===== config.mk =====
export PLATFORM = sky130hd
export DESIGN_NAME = mem_arbiter_flat
export DESIGN_NICKNAME = d
export VERILOG_FILES = /design/src/rtl/mem_arb_pkg.sv /design/src/rtl/mem_arb_if.sv /design/src/rtl/mem_arb_rdpipe.sv /design/src/rtl/mem_arbiter.sv /design/src/flat_wrapper.sv
export SDC_FILE = /design/constraint.sdc
export NUM_CORES = 1
export LEC_CHECK = 0
export ABC_CLOCK_PERIOD_IN_PS = 1630
export CAP_MARGIN = 25
export CORE_AREA = 2 2 85 87
export CTS_CLUSTER_SIZE = 40
export DETAILED_ROUTE_END_ITERATION = 7
export DIE_AREA = 0 0 87 89
export GPL_TIMING_DRIVEN = 0
export PLACE_DENSITY = 0.71
export SYNTH_ARGS = -nofsm -noshare
export SYNTH_HDL_FRONTEND = slang
export SYNTH_SLANG_ARGS = --single-unit

===== constraint.sdc =====
create_clock -name clk -period 1.63 [get_ports clk]
set_input_delay 0.326 -clock clk [delete_from_list [all_inputs] [get_ports clk]]
set_output_delay 0.326 -clock clk [all_outputs]
set_load 0.01 [all_outputs]

===== src/rtl/mem_arb_pkg.sv =====
// Shared definitions for the data-memory arbiter.
//   - arb_state_e      : arbiter FSM encoding (StIdle=0, StPend=1, StRd=2)
//   - DefAddrW/DefDataW: default memory address/data widths
//   - TagCore/TagAux   : owner tag carried alongside in-flight memory reads
package mem_arb_pkg;

  typedef enum logic [1:0] {
    StIdle = 2'd0,
    StPend = 2'd1,
    StRd   = 2'd2
  } arb_state_e;

  localparam int unsigned DefAddrW = 10;
  localparam int unsigned DefDataW = 8;

  localparam logic TagCore = 1'b0;
  localparam logic TagAux  = 1'b1;

endpackage


===== src/rtl/mem_arb_if.sv =====
// Bundle of every bus signal around the arbiter: core port, aux command port and memory port.
//   modport slave  : the arbiter's view (serves core/aux, drives memory)
//   modport master : the surroundings' view (core, aux requester and memory together)
// Parameters: ADDR_W (address width), DATA_W (data width).
interface mem_arb_if import mem_arb_pkg::*; #(
  parameter int unsigned ADDR_W = DefAddrW,
  parameter int unsigned DATA_W = DefDataW
) ();

  // Core side
  logic              core_en_store;
  logic              core_en_load;
  logic [ADDR_W-1:0] core_addr;
  logic [DATA_W-1:0] core_store;
  logic [DATA_W-1:0] core_load;

  // Aux command side
  logic              aux_req;
  logic              aux_ready;
  logic              aux_we;
  logic [ADDR_W-1:0] aux_addr;
  logic [DATA_W-1:0] aux_wdata;
  logic              aux_done;
  logic [DATA_W-1:0] aux_rdata;
  logic              aux_starved;

  // Memory side
  logic              mem_en_store;
  logic              mem_en_load;
  logic [ADDR_W-1:0] mem_addr;
  logic [DATA_W-1:0] mem_store;
  logic [DATA_W-1:0] mem_load;

  modport slave (
    input  core_en_store, core_en_load, core_addr, core_store,
    output core_load,
    input  aux_req, aux_we, aux_addr, aux_wdata,
    output aux_ready, aux_done, aux_rdata, aux_starved,
    output mem_en_store, mem_en_load, mem_addr, mem_store,
    input  mem_load
  );

  modport master (
    output core_en_store, core_en_load, core_addr, core_store,
    input  core_load,
    output aux_req, aux_we, aux_addr, aux_wdata,
    input  aux_ready, aux_done, aux_rdata, aux_starved,
    input  mem_en_store, mem_en_load, mem_addr, mem_store,
    output mem_load
  );

endinterface


===== src/rtl/mem_arb_rdpipe.sv =====
// Read-return tracker: a READ_LAT-deep shift register of {valid, tag} for every load sent to
// memory. aux_hit_o is high in the cycle mem_load carries the data of an aux-issued read.
// Ports:
//   clk_i     : clock
//   rst_ni    : synchronous active-low reset (clears all in-flight tags)
//   push_i    : a load is issued to memory this cycle
//   tag_i     : owner of that load (TagCore / TagAux)
//   aux_hit_o : mem_load holds aux read data this cycle
module mem_arb_rdpipe import mem_arb_pkg::*; #(
  parameter int unsigned READ_LAT = 1
) (
  input  logic clk_i,
  input  logic rst_ni,
  input  logic push_i,
  input  logic tag_i,
  output logic aux_hit_o
);

  logic [READ_LAT-1:0] valid_q, valid_d;
  logic [READ_LAT-1:0] tag_q, tag_d;

  always_comb begin
    valid_d    = '0;
    tag_d      = '0;
    valid_d[0] = push_i;
    tag_d[0]   = tag_i;
    for (int i = 1; i < int'(READ_LAT); i++) begin
      valid_d[i] = valid_q[i-1];
      tag_d[i]   = tag_q[i-1];
    end
  end

  always_ff @(posedge clk_i) begin
    if (!rst_ni) begin
      valid_q <= '0;
      tag_q   <= '0;
    end else begin
      valid_q <= valid_d;
      tag_q   <= tag_d;
    end
  end

  // Selecting on the tag keeps a core read returning in the same window from being taken as aux
  assign aux_hit_o = valid_q[READ_LAT-1] & (tag_q[READ_LAT-1] == TagAux);

endmodule


===== src/rtl/mem_arbiter.sv =====
// Shares the single data-memory port between the core (always wins, zero latency) and an aux
// requester (loader / debug master). One aux command is buffered at a time and issued into a
// cycle the core leaves idle; completion is signalled by a one-cycle aux_done pulse.
// Ports:
//   clk           : clock, all state on posedge
//   rst           : synchronous active-low reset
//   bus           : mem_arb_if.slave (core port, aux command port, memory port)
//   aux_conflicts : [MEM_ARB_STATS_EN only] saturating count of PEND cycles blocked by the core
//   aux_grants    : [MEM_ARB_STATS_EN only] wrapping count of issued aux operations
// Build option: define MEM_ARB_STATS_EN to add the two statistics counters and ports.
module mem_arbiter import mem_arb_pkg::*; #(
  parameter int unsigned ADDR_W       = DefAddrW,
  parameter int unsigned DATA_W       = DefDataW,
  parameter int unsigned READ_LAT     = 1,
  parameter int unsigned STARVE_LIMIT = 64
) (
  input  logic        clk,
  input  logic        rst,
  mem_arb_if.slave    bus
`ifdef MEM_ARB_STATS_EN
  ,
  output logic [15:0] aux_conflicts,
  output logic [15:0] aux_grants
`endif
);

  localparam int unsigned   WaitW   = $clog2(STARVE_LIMIT + 1);
  localparam logic [WaitW-1:0] WaitMax = WaitW'(STARVE_LIMIT);

  arb_state_e        state_q, state_d;
  logic              cmd_we_q, cmd_we_d;
  logic [ADDR_W-1:0] cmd_addr_q, cmd_addr_d;
  logic [DATA_W-1:0] cmd_wdata_q, cmd_wdata_d;
  logic [WaitW-1:0]  wait_q, wait_d;
  logic              done_q, done_d;
  logic [DATA_W-1:0] rdata_q, rdata_d;
  logic [ADDR_W-1:0] addr_hold_q;
  logic [DATA_W-1:0] store_hold_q;

  logic core_busy;
  logic pend;
  logic aux_issue;
  logic aux_hit;

  assign core_busy = bus.core_en_store | bus.core_en_load;
  assign pend      = (state_q == StPend);
  // No aux issue in a reset cycle: the command is being dropped, so it must not reach memory
  assign aux_issue = rst & pend & ~core_busy;

  // Memory port mux: core first, then the latched aux command, otherwise hold address/data
  always_comb begin
    bus.mem_en_store = 1'b0;
    bus.mem_en_load  = 1'b0;
    bus.mem_addr     = addr_hold_q;
    bus.mem_store    = store_hold_q;
    if (core_busy) begin
      bus.mem_en_store = bus.core_en_store;
      bus.mem_en_load  = bus.core_en_load;
      bus.mem_addr     = bus.core_addr;
      bus.mem_store    = bus.core_store;
    end else if (aux_issue) begin
      bus.mem_en_store = cmd_we_q;
      bus.mem_en_load  = ~cmd_we_q;
      bus.mem_addr     = cmd_addr_q;
      bus.mem_store    = cmd_wdata_q;
    end
  end

  mem_arb_rdpipe #(
    .READ_LAT (READ_LAT)
  ) u_rdpipe (
    .clk_i     (clk),
    .rst_ni    (rst),
    .push_i    (bus.mem_en_load),
    .tag_i     (core_busy ? TagCore : TagAux),
    .aux_hit_o (aux_hit)
  );

  // FSM next state, command latch, completion and starvation counter
  always_comb begin
    state_d     = state_q;
    cmd_we_d    = cmd_we_q;
    cmd_addr_d  = cmd_addr_q;
    cmd_wdata_d = cmd_wdata_q;
    wait_d      = wait_q;
    done_d      = 1'b0;
    rdata_d     = rdata_q;
    case (state_q)
      StIdle: begin
        if (bus.aux_req) begin
          cmd_we_d    = bus.aux_we;
          cmd_addr_d  = bus.aux_addr;
          cmd_wdata_d = bus.aux_wdata;
          state_d     = StPend;
        end
      end
      StPend: begin
        if (aux_issue) begin
          wait_d  = '0;
          done_d  = cmd_we_q;
          state_d = cmd_we_q ? StIdle : StRd;
        end else if (core_busy && (wait_q < WaitMax)) begin
          wait_d = wait_q + WaitW'(1);
        end
      end
      StRd: begin
        if (aux_hit) begin
          rdata_d = bus.mem_load;
          done_d  = 1'b1;
          state_d = StIdle;
        end
      end
      default: state_d = StIdle;
    endcase
  end

  always_ff @(posedge clk) begin
    if (!rst) begin
      state_q     <= StIdle;
      cmd_we_q    <= 1'b0;
      cmd_addr_q  <= '0;
      cmd_wdata_q <= '0;
      wait_q      <= '0;
      done_q      <= 1'b0;
      rdata_q     <= '0;
    end else begin
      state_q     <= state_d;
      cmd_we_q    <= cmd_we_d;
      cmd_addr_q  <= cmd_addr_d;
      cmd_wdata_q <= cmd_wdata_d;
      wait_q      <= wait_d;
      done_q      <= done_d;
      rdata_q     <= rdata_d;
    end
  end

  // Last driven address/data, so idle cycles do not toggle the memory pins. A core access in a
  // reset cycle still counts as driven because reset leaves the core path untouched.
  always_ff @(posedge clk) begin
    if (!rst && !core_busy) begin
      addr_hold_q  <= '0;
      store_hold_q <= '0;
    end else begin
      addr_hold_q  <= bus.mem_addr;
      store_hold_q <= bus.mem_store;
    end
  end

  assign bus.core_load   = bus.mem_load;
  assign bus.aux_ready   = (state_q == StIdle);
  assign bus.aux_done    = done_q;
  assign bus.aux_rdata   = rdata_q;
  assign bus.aux_starved = (wait_q >= WaitMax);

`ifdef MEM_ARB_STATS_EN
  logic [15:0] conflicts_q, conflicts_d;
  logic [15:0] grants_q, grants_d;

  always_comb begin
    conflicts_d = conflicts_q;
    grants_d    = grants_q;
    if (pend && core_busy && (conflicts_q != 16'hFFFF)) begin
      conflicts_d = conflicts_q + 16'd1;
    end
    if (aux_issue) begin
      grants_d = grants_q + 16'd1;
    end
  end

  always_ff @(posedge clk) begin
    if (!rst) begin
      conflicts_q <= '0;
      grants_q    <= '0;
    end else begin
      conflicts_q <= conflicts_d;
      grants_q    <= grants_d;
    end
  end

  assign aux_conflicts = conflicts_q;
  assign aux_grants    = grants_q;
`endif

endmodule

===== src/flat_wrapper.sv =====
// flat-port wrapper written by rule: the top's interface ports become plain ports
module mem_arbiter_flat import mem_arb_pkg::*;
#(
  parameter int unsigned ADDR_W       = DefAddrW,
  parameter int unsigned DATA_W       = DefDataW,
  parameter int unsigned READ_LAT     = 1,
  parameter int unsigned STARVE_LIMIT = 64
)
  (clk, rst, bus_core_en_store, bus_core_en_load, bus_core_addr, bus_core_store, bus_core_load, bus_aux_req, bus_aux_we, bus_aux_addr, bus_aux_wdata, bus_aux_ready, bus_aux_done, bus_aux_rdata, bus_aux_starved, bus_mem_en_store, bus_mem_en_load, bus_mem_addr, bus_mem_store, bus_mem_load);
  mem_arb_if #(.ADDR_W(ADDR_W), .DATA_W(DATA_W)) bus_i ();
  input  logic clk;
  input  logic rst;
  input wire logic [$bits(bus_i.core_en_store)-1:0] bus_core_en_store;
  input wire logic [$bits(bus_i.core_en_load)-1:0] bus_core_en_load;
  input wire logic [$bits(bus_i.core_addr)-1:0] bus_core_addr;
  input wire logic [$bits(bus_i.core_store)-1:0] bus_core_store;
  output wire logic [$bits(bus_i.core_load)-1:0] bus_core_load;
  input wire logic [$bits(bus_i.aux_req)-1:0] bus_aux_req;
  input wire logic [$bits(bus_i.aux_we)-1:0] bus_aux_we;
  input wire logic [$bits(bus_i.aux_addr)-1:0] bus_aux_addr;
  input wire logic [$bits(bus_i.aux_wdata)-1:0] bus_aux_wdata;
  output wire logic [$bits(bus_i.aux_ready)-1:0] bus_aux_ready;
  output wire logic [$bits(bus_i.aux_done)-1:0] bus_aux_done;
  output wire logic [$bits(bus_i.aux_rdata)-1:0] bus_aux_rdata;
  output wire logic [$bits(bus_i.aux_starved)-1:0] bus_aux_starved;
  output wire logic [$bits(bus_i.mem_en_store)-1:0] bus_mem_en_store;
  output wire logic [$bits(bus_i.mem_en_load)-1:0] bus_mem_en_load;
  output wire logic [$bits(bus_i.mem_addr)-1:0] bus_mem_addr;
  output wire logic [$bits(bus_i.mem_store)-1:0] bus_mem_store;
  input wire logic [$bits(bus_i.mem_load)-1:0] bus_mem_load;
  assign bus_i.core_en_store = bus_core_en_store;
  assign bus_i.core_en_load = bus_core_en_load;
  assign bus_i.core_addr = bus_core_addr;
  assign bus_i.core_store = bus_core_store;
  assign bus_core_load = bus_i.core_load;
  assign bus_i.aux_req = bus_aux_req;
  assign bus_i.aux_we = bus_aux_we;
  assign bus_i.aux_addr = bus_aux_addr;
  assign bus_i.aux_wdata = bus_aux_wdata;
  assign bus_aux_ready = bus_i.aux_ready;
  assign bus_aux_done = bus_i.aux_done;
  assign bus_aux_rdata = bus_i.aux_rdata;
  assign bus_aux_starved = bus_i.aux_starved;
  assign bus_mem_en_store = bus_i.mem_en_store;
  assign bus_mem_en_load = bus_i.mem_en_load;
  assign bus_mem_addr = bus_i.mem_addr;
  assign bus_mem_store = bus_i.mem_store;
  assign bus_i.mem_load = bus_mem_load;
  mem_arbiter #(.ADDR_W(ADDR_W), .DATA_W(DATA_W), .READ_LAT(READ_LAT), .STARVE_LIMIT(STARVE_LIMIT)) u_core (.clk(clk), .rst(rst), .bus(bus_i));
endmodule

==> impl_results.md, run 1 <==
- Status: finished with violations
- Violated checks: negative setup slack
- Inserted Diodes: 0
- CP Launch Type: flip-flop
- RR Endpoint: u_core.store_hold_q[5]
- First-pass iteration count of the detailed router: 4
- Synthesized area per cell: about 8.4 µm²
- CP startpoint: u_core.state_q[1]
- Vias post-DR: roughly 2600
- RD Place Congestion: 0.880
- Post-synth top area share: 41.8%
- Gate Count Post-Synth: 323
- Multi-input gate area: roughly 0.0015 mm²
- I/O pin cnt: 89
- CTS Hold Bufs: 0
- Critical Path Stages: 8
- Clk pin slew, worst setup/hold paths: 0.06 ns
- Max-slew headroom: about two thirds
- Number of core rows: 30
- Register area share after synthesis: about two fifths
- First-pass GRT wire length: ~12 mm
- Min Tclk post-route: 2.01 ns
- DIE AREA: 0.00774 mm²
- Crit Path Max Fanout: 5
- FF-to-FF Start: u_core.state_q[1]
- Layout cells sized above 1: 20.7%
- PwrDens: around 1200 mW/mm²
- CP Capture Point: bus_mem_store[7]
- Cell area after synthesis: 0.00273 mm²
- Max Clk Rate: about 500 MHz
- Max cap viols: 0
- GR Overflow Total: 0
- Register-to-Register Setup Slack: 0.05 ns
- Critical path's largest stage delay: around 0.35 ns
- Fillers: 584
- H-tree Lvls: 3
- Synth area leader: dfxtp_1
- Chip Width: 87 µm
- Number of routed nets with antenna violations: 0
- Total power draw: 4840 µW
- HP Class: in2reg
- Vias/cell: roughly 5
- Final setup fails: 20
- Clock latency on the worst-skew pair: 0.34 ns
- Die Span Y: 89 µm
- Synth Flop Type: dfxtp_1
- Starting density of the core: approximately two fifths
- Most frequent CP cell: buf_12
- Root buf cell: clkbuf_8
- Final Max Slew Viols: 0
- WL/cell: ~15 µm
- DRT iter0 DRCs: about 130
- Unrepaired setup endpoints after global routing: yes
- DP HPWL: approximately 5.1 mm
- Area contributors post-synth: dfxtp_1, mux2i_1, nand2_1
- Hold Violations, Final: 0
- Buf+Inv Stages, Crit Path: 4
- Critical path arrival: about 1.7 ns
- CP Capture Type: output pin
- TritonCTS buffer count: 9
- Vias in the first global route: between 2000 and 3000
- Synth warn: 0
- WHS: 0.333 ns
- Crit-path cells: inv_2 -> ha_4 -> buf_12 -> buf_12 -> nand2_8 -> mux2i_1 -> o21ai_2 -> buf_2
- Final Cell Area: slightly above 0.004 mm²
- Seq cells post-synth: 57
- Setup ws final: -0.381 ns
- Cell Area, Placed: 0.00373 mm²
- Syn nets: 379
- Largest net degree at the start of global routing: 20
- R2R cell count: 8
- Clock Sinks: 57
- Hold depth: 2
- Crit path kind: reg2out
- Port buffer count: 88
- Slowest CP cell: dfxtp_2
- # DRC: 0
- Tot GR Track Use: between 20% and 30%
- Routed WL: slightly below 8 mm
- Period utilisation layout: 123%
- Clk_skew: 0.00743 ns
- Least-Margin Pin Slew: 0.512 ns
- Register area: 0.00115 mm²
- Peak VDD IR: 0.570 mV
- Dpl ws: -1.24 ns
- Worst EP required: roughly 1.3 ns
- Initial antenna violation count: 0
- Synth unique cells: 33
- Deepest clock path buffer count: 2
- Final nets: 486
- Ys async rst share: 0%
- CTS tree: yes
- Area Growth Syn to Fin: 50.3%
- Leakage power: 0.00174 µW
- Core Area: 0.00672 mm²
- Crit-path leading delay family: buffers and inverters
- Number of flops mapped to enable cells by yosys: 0
[state kept, by name (all words and copies together), names as in the netlist]
signal,cells
u_core.addr_hold_q,10
u_core.store_hold_q,8
u_core.u_rdpipe.tag_q,1
u_core.wait_q,7
u_core.state_q,2
u_core.bus.aux_rdata,8
u_core.cmd_wdata_q,8
u_core.cmd_addr_q,10
u_core.cmd_we_q,1
u_core.u_rdpipe.valid_q,1
u_core.bus.aux_done,1
[synth_stat cells (all sizes together) (3+ instances only)]
cell    instances
a21boi         29
a21oi           7
buf            15
clkbuf         12
dfxtp          57
ha              6
inv             7
mux2i          37
nand2          82
nand3           4
nor2            5
nor2b           3
nor3            3
o21ai          38
[metal layers]
layer | vias up | share of wire, % | global-route usage [%]
met2 | 80 | 49 | 35.7
li1 | 1312 | - | -
met1 | 1216 | 43 | 25.3
met4 | 0 | 1.8 | 7.39
met3 | 12 | 6.6 | 6.09
met5 | - | 0 | 0
[worst register-to-register path, stage by stage (launching register included)]
cell and delay [ns]:
dfxtp_2 0.33, inv_2 0.08, ha_4 0.19, buf_12 0.11, buf_12 0.10, buf_12 0.09, buf_4 0.21, mux2i_1 0.22
o21ai_0 0.11
[cell type report]
class                   instances  area share, %
multi-input cells             233           36.9
flip-flops and latches         57           28.0
repair buffers                100           22.1
plain buffers                  22           4.09
clock buffers                  12           4.03
well taps                      80           2.44
clock inverters                 4           1.80
inverters                       7          0.641
[where the power goes]
part	internal (µW)	leakage, µW	switching, µW
sequential	1530	0.000471	102
combinational	869	0.00114	796
clock	985	0.000123	560
[repair_timing]
item / in CTS / in global routing
pin swaps: 2 / 4
gates cloned: 2 / 0
gates resized for setup: 136 / 22
endpoints found under the setup margin: 63 / 60
setup buffers: 8 / 3
[kinds of logic (layout without fill, tap and decap cells)]
| group | after synthesis | in the layout | synth area share (%) |
|---|---|---|---|
| buffers and inverters | 34 | 145 | 6.37 |
| AND/OR/NAND/NOR | 105 | 106 | 16.0 |
| flip-flops | 57 | 57 | 41.8 |
| XOR/XNOR | 2 | 2 | 0.642 |
| AO/OA/AOI/OAI | 82 | 82 | 18.8 |
| multiplexers | 37 | 37 | 13.6 |
| adder cells (fa/ha/maj) | 6 | 6 | 2.75 |
[layout by cell type (no fill, tap or decap), types with 2 or more instances in the layout]
cell type,Yosys,final
a21boi_0,29,29
a21oi_1,7,6
buf_12,0,4
buf_2,4,20
buf_4,9,17
buf_6,1,4
bufinv_16,0,2
clkbuf_1,12,5
clkbuf_2,0,5
clkbuf_8,0,13
clkdlybuf4s50_1,0,55
dfxtp_1,57,54
dfxtp_2,0,2
dlygate4sd2_1,0,9
ha_1,6,4
ha_4,0,2
inv_1,7,5
inv_2,0,2
mux2i_1,37,34
mux2i_2,0,3
nand2_1,81,80
nand2_8,0,2
nand3_1,4,4
nand4_1,2,2
nor2_1,5,5
nor2b_1,3,3
nor3_1,3,2
o21ai_0,38,19
o21ai_1,0,17
o21ai_2,0,2
xnor2_1,2,2
[through the flow]
step                TNS [ns]  cells  utilization (%)
finish                 -5.69    515             61.0
floorplan                  0    323                -
global placement      -42.51    491             55.6
detailed placement    -43.01    491             55.6
CTS                    -7.27    515             60.9
global route           -7.05    515             61.0
[how the worst min path moves through the flow]
stage          slack (ns)               startpoint                 endpoint
6_report             0.33         bus_core_en_load  u_core.u_rdpipe.valid_q
5_1_grt              0.34         bus_core_en_load  u_core.u_rdpipe.valid_q
4_1_cts              0.46  u_core.bus.aux_rdata[7]  u_core.bus.aux_rdata[7]
3_5_place_dp         0.46  u_core.bus.aux_rdata[5]  u_core.bus.aux_rdata[5]
3_3_place_gp         0.45  u_core.bus.aux_rdata[7]  u_core.bus.aux_rdata[7]
2_1_floorplan        0.45         bus_core_addr[0]    u_core.addr_hold_q[0]
Note: power is estimated with default switching activity, not from simulation.
==> run 2: changes to the inputs <==
Settings changed: CORE_AREA 2 2 85 87 to 3 3 86 88, DIE_AREA 0 0 87 89 to 0 0 89 91.
==> run 2 against run 1 <==
Net effect: the run still ends with negative setup slack left; via count is 1.2% lower; first-iteration DRC count is 32% lower; sequential cell count stayed put; register-to-register slack hardly changed; utilization is 1.2 points lower; cell count is 0.39% higher; combinational power is 8% lower; critical endpoint is now bus_mem_store[2]; highest routed layer unchanged.
==> impl_results.md, run 2 (same netlist as run 1, synthesis figures left out) <==
- Tot GR Track Use: 19.2%
- Chip Width: 89 µm
- Layout Cells excl Fill: about 520
- Clock latency on the worst-skew pair: 0.34 ns
- Most frequent cells in the layout: nand2_1, clkdlybuf4s50_1, dfxtp_1
- Setup TNS: -4.97 ns
- First-pass iteration count of the detailed router: 4
- CP Launch Type: flip-flop
- Hold depth: 2
- Least-Margin Pin Slew: 0.492 ns
- Port buffer count: 88
- Core Area: 0.00672 mm²
- CTS tree: yes
- Starting density of the core: 40.6%
- Max-slew headroom: 67.2%
- Die Span Y: between 90 and 100 µm
- GR Overflow Total: 0
- Final setup fails: 20
- Largest net degree at the start of global routing: 20
- Min Tclk post-route: roughly 1.9 ns
- WL/cell: ~15 µm
- Crit Path Max Fanout: 8
- I/O pin cnt: 89
- Unrepaired setup endpoints after global routing: yes
- Setup ws final: -0.285 ns
- TritonCTS buffer count: 9
- Final nets: 488
- DP HPWL: 5.41 mm
- # placed instances: 491
- Initial antenna violation count: 0
- PwrDens: around 1100 mW/mm²
- Area Growth Syn to Fin: 47.2%
- Critical path arrival: 1.59 ns
- Most common cell after layout, fill and taps aside: nand2_1
- Routed WL: around 7.6 mm
- DIE AREA: between 0.008 and 0.009 mm²
- Worst EP required: 1.30 ns
- Cell Area, Placed: 0.00373 mm²
- H-tree Lvls: 3
- Vias/cell: 5.01
- Vias post-DR: 2589
- Final Cell Area: 0.00402 mm²
- RR Endpoint: u_core.wait_q[5]
- Crit path kind: reg2out
- Inserted Diodes: 0
- Final Max Slew Viols: 0
- Max Clk Rate: approximately 520 MHz
- First-pass GRT wire length: 12.1 mm
- Leakage power: 0.00171 µW
- Clk_skew: 0.00743 ns
- # DRC: 0
- Hold Violations, Final: 0
- HP Class: in2reg
- Root buf cell: clkbuf_8
- Register-to-Register Setup Slack: 0.06 ns
- Hold path endpoint: u_core.u_rdpipe.valid_q
- WHS: 0.333 ns
- Vias in the first global route: 2512
- Max cap viols: 0
- DRT iter0 DRCs: 86
- Number of routed nets with antenna violations: 0
- Clk pin slew, worst setup/hold paths: 0.07 ns
- Peak VDD IR: 0.530 mV
- FF-to-FF Start: u_core.state_q[1]
- Status: finished with violations
- R2R cell count: 9
- Period utilisation layout: 117%
- RD Place Congestion: 0.836
- Regs by FF count: u_core.addr_hold_q x10, u_core.cmd_addr_q x10
- Violated checks: negative setup slack
- Hold Startpoint: bus_core_en_load
- Deepest clock path buffer count: 2
- CP Capture Type: output pin
- Layout cells sized above 1: 19.5%
- Number of core rows: 30
- Clock Sinks: 57
run 2: changes by cell type in the layout (fill, tap and decap cells not counted), sizes merged:
cell / change
bufinv: -2
nand2: -1
clkinvlp: +4
clkinv: -2
inv: +1
dlygate4sd2: +1
clkdlybuf4s15: +1
clkbuf: -1
buf: +1
run 2: metal layers:
layer,wire (µm),share of wire (%),vias to the layer above,GRT usage (%)
met5,0,0,-,0
met4,64,0.85,0,5.21
met3,540,7.1,8,5.63
met2,3610,48,76,30.5
met1,3360,44,1197,25.3
li1,-,-,1308,-
run 2: layout make-up:
| type | instances | area (µm²) |
|---|---|---|
| fill | 583 | 2700 |
| inverter | 7 | 26.3 |
| multi-input combinational | 232 | 1470 |
| clock inverter | 5 | 38.8 |
| tap | 80 | 100 |
| clock buffer | 11 | 151 |
| sequential | 57 | 1150 |
| timing repair buffer | 102 | 888 |
| buffer | 23 | 191 |
run 2: power by group:
| group | switching [µW] | internal [µW] | total (µW) | leakage (µW) |
|---|---|---|---|---|
| Combinational | 732 | 785 | 1520 | 0.00115 |
| Sequential | 100 | 1530 | 1630 | 0.000471 |
| Clock | 598 | 638 | 1240 | 0.0000842 |
run 2: worst max-delay path: stages (launching register included):
cell     delay (ns)
dfxtp_2        0.34
inv_2          0.07
ha_4           0.16
nand2_8        0.09
buf_12         0.16
mux2i_1        0.11
o21ai_1        0.17
buf_2          0.17
run 2: metrics by stage:
stage	worst slack, ns	utilization [%]	total power, µW
floorplan	0.0304	-	2470
global placement	-1.31	55.6	2900
detailed placement	-1.29	55.6	2950
CTS	-0.472	60.1	4400
global route	-0.360	59.8	4610
finish	-0.285	59.8	4380
run 2: timing repair:
item | in CTS | in global routing
resized for setup | 125 | 25
setup buffers | 12 | 3
setup endpoints to repair | 70 | 47
hold buffers | 0 | 0
cloned | 1 | 0
pin swaps | 1 | 2
run 2: worst max path at each step:
stage / from / to / slack [ns] / cells past startpoint
global route: u_core.state_q[1] / bus_mem_store[2] / -0.36 / 7
detailed placement: bus_core_en_load / bus_mem_store[2] / -1.29 / 7
finish: u_core.state_q[1] / bus_mem_store[2] / -0.28 / 7
global placement: bus_core_en_load / bus_mem_store[2] / -1.31 / 7
CTS: u_core.state_q[1] / bus_mem_store[2] / -0.47 / 9
floorplan: u_core.state_q[1] / bus_mem_addr[6] / 0.03 / 7
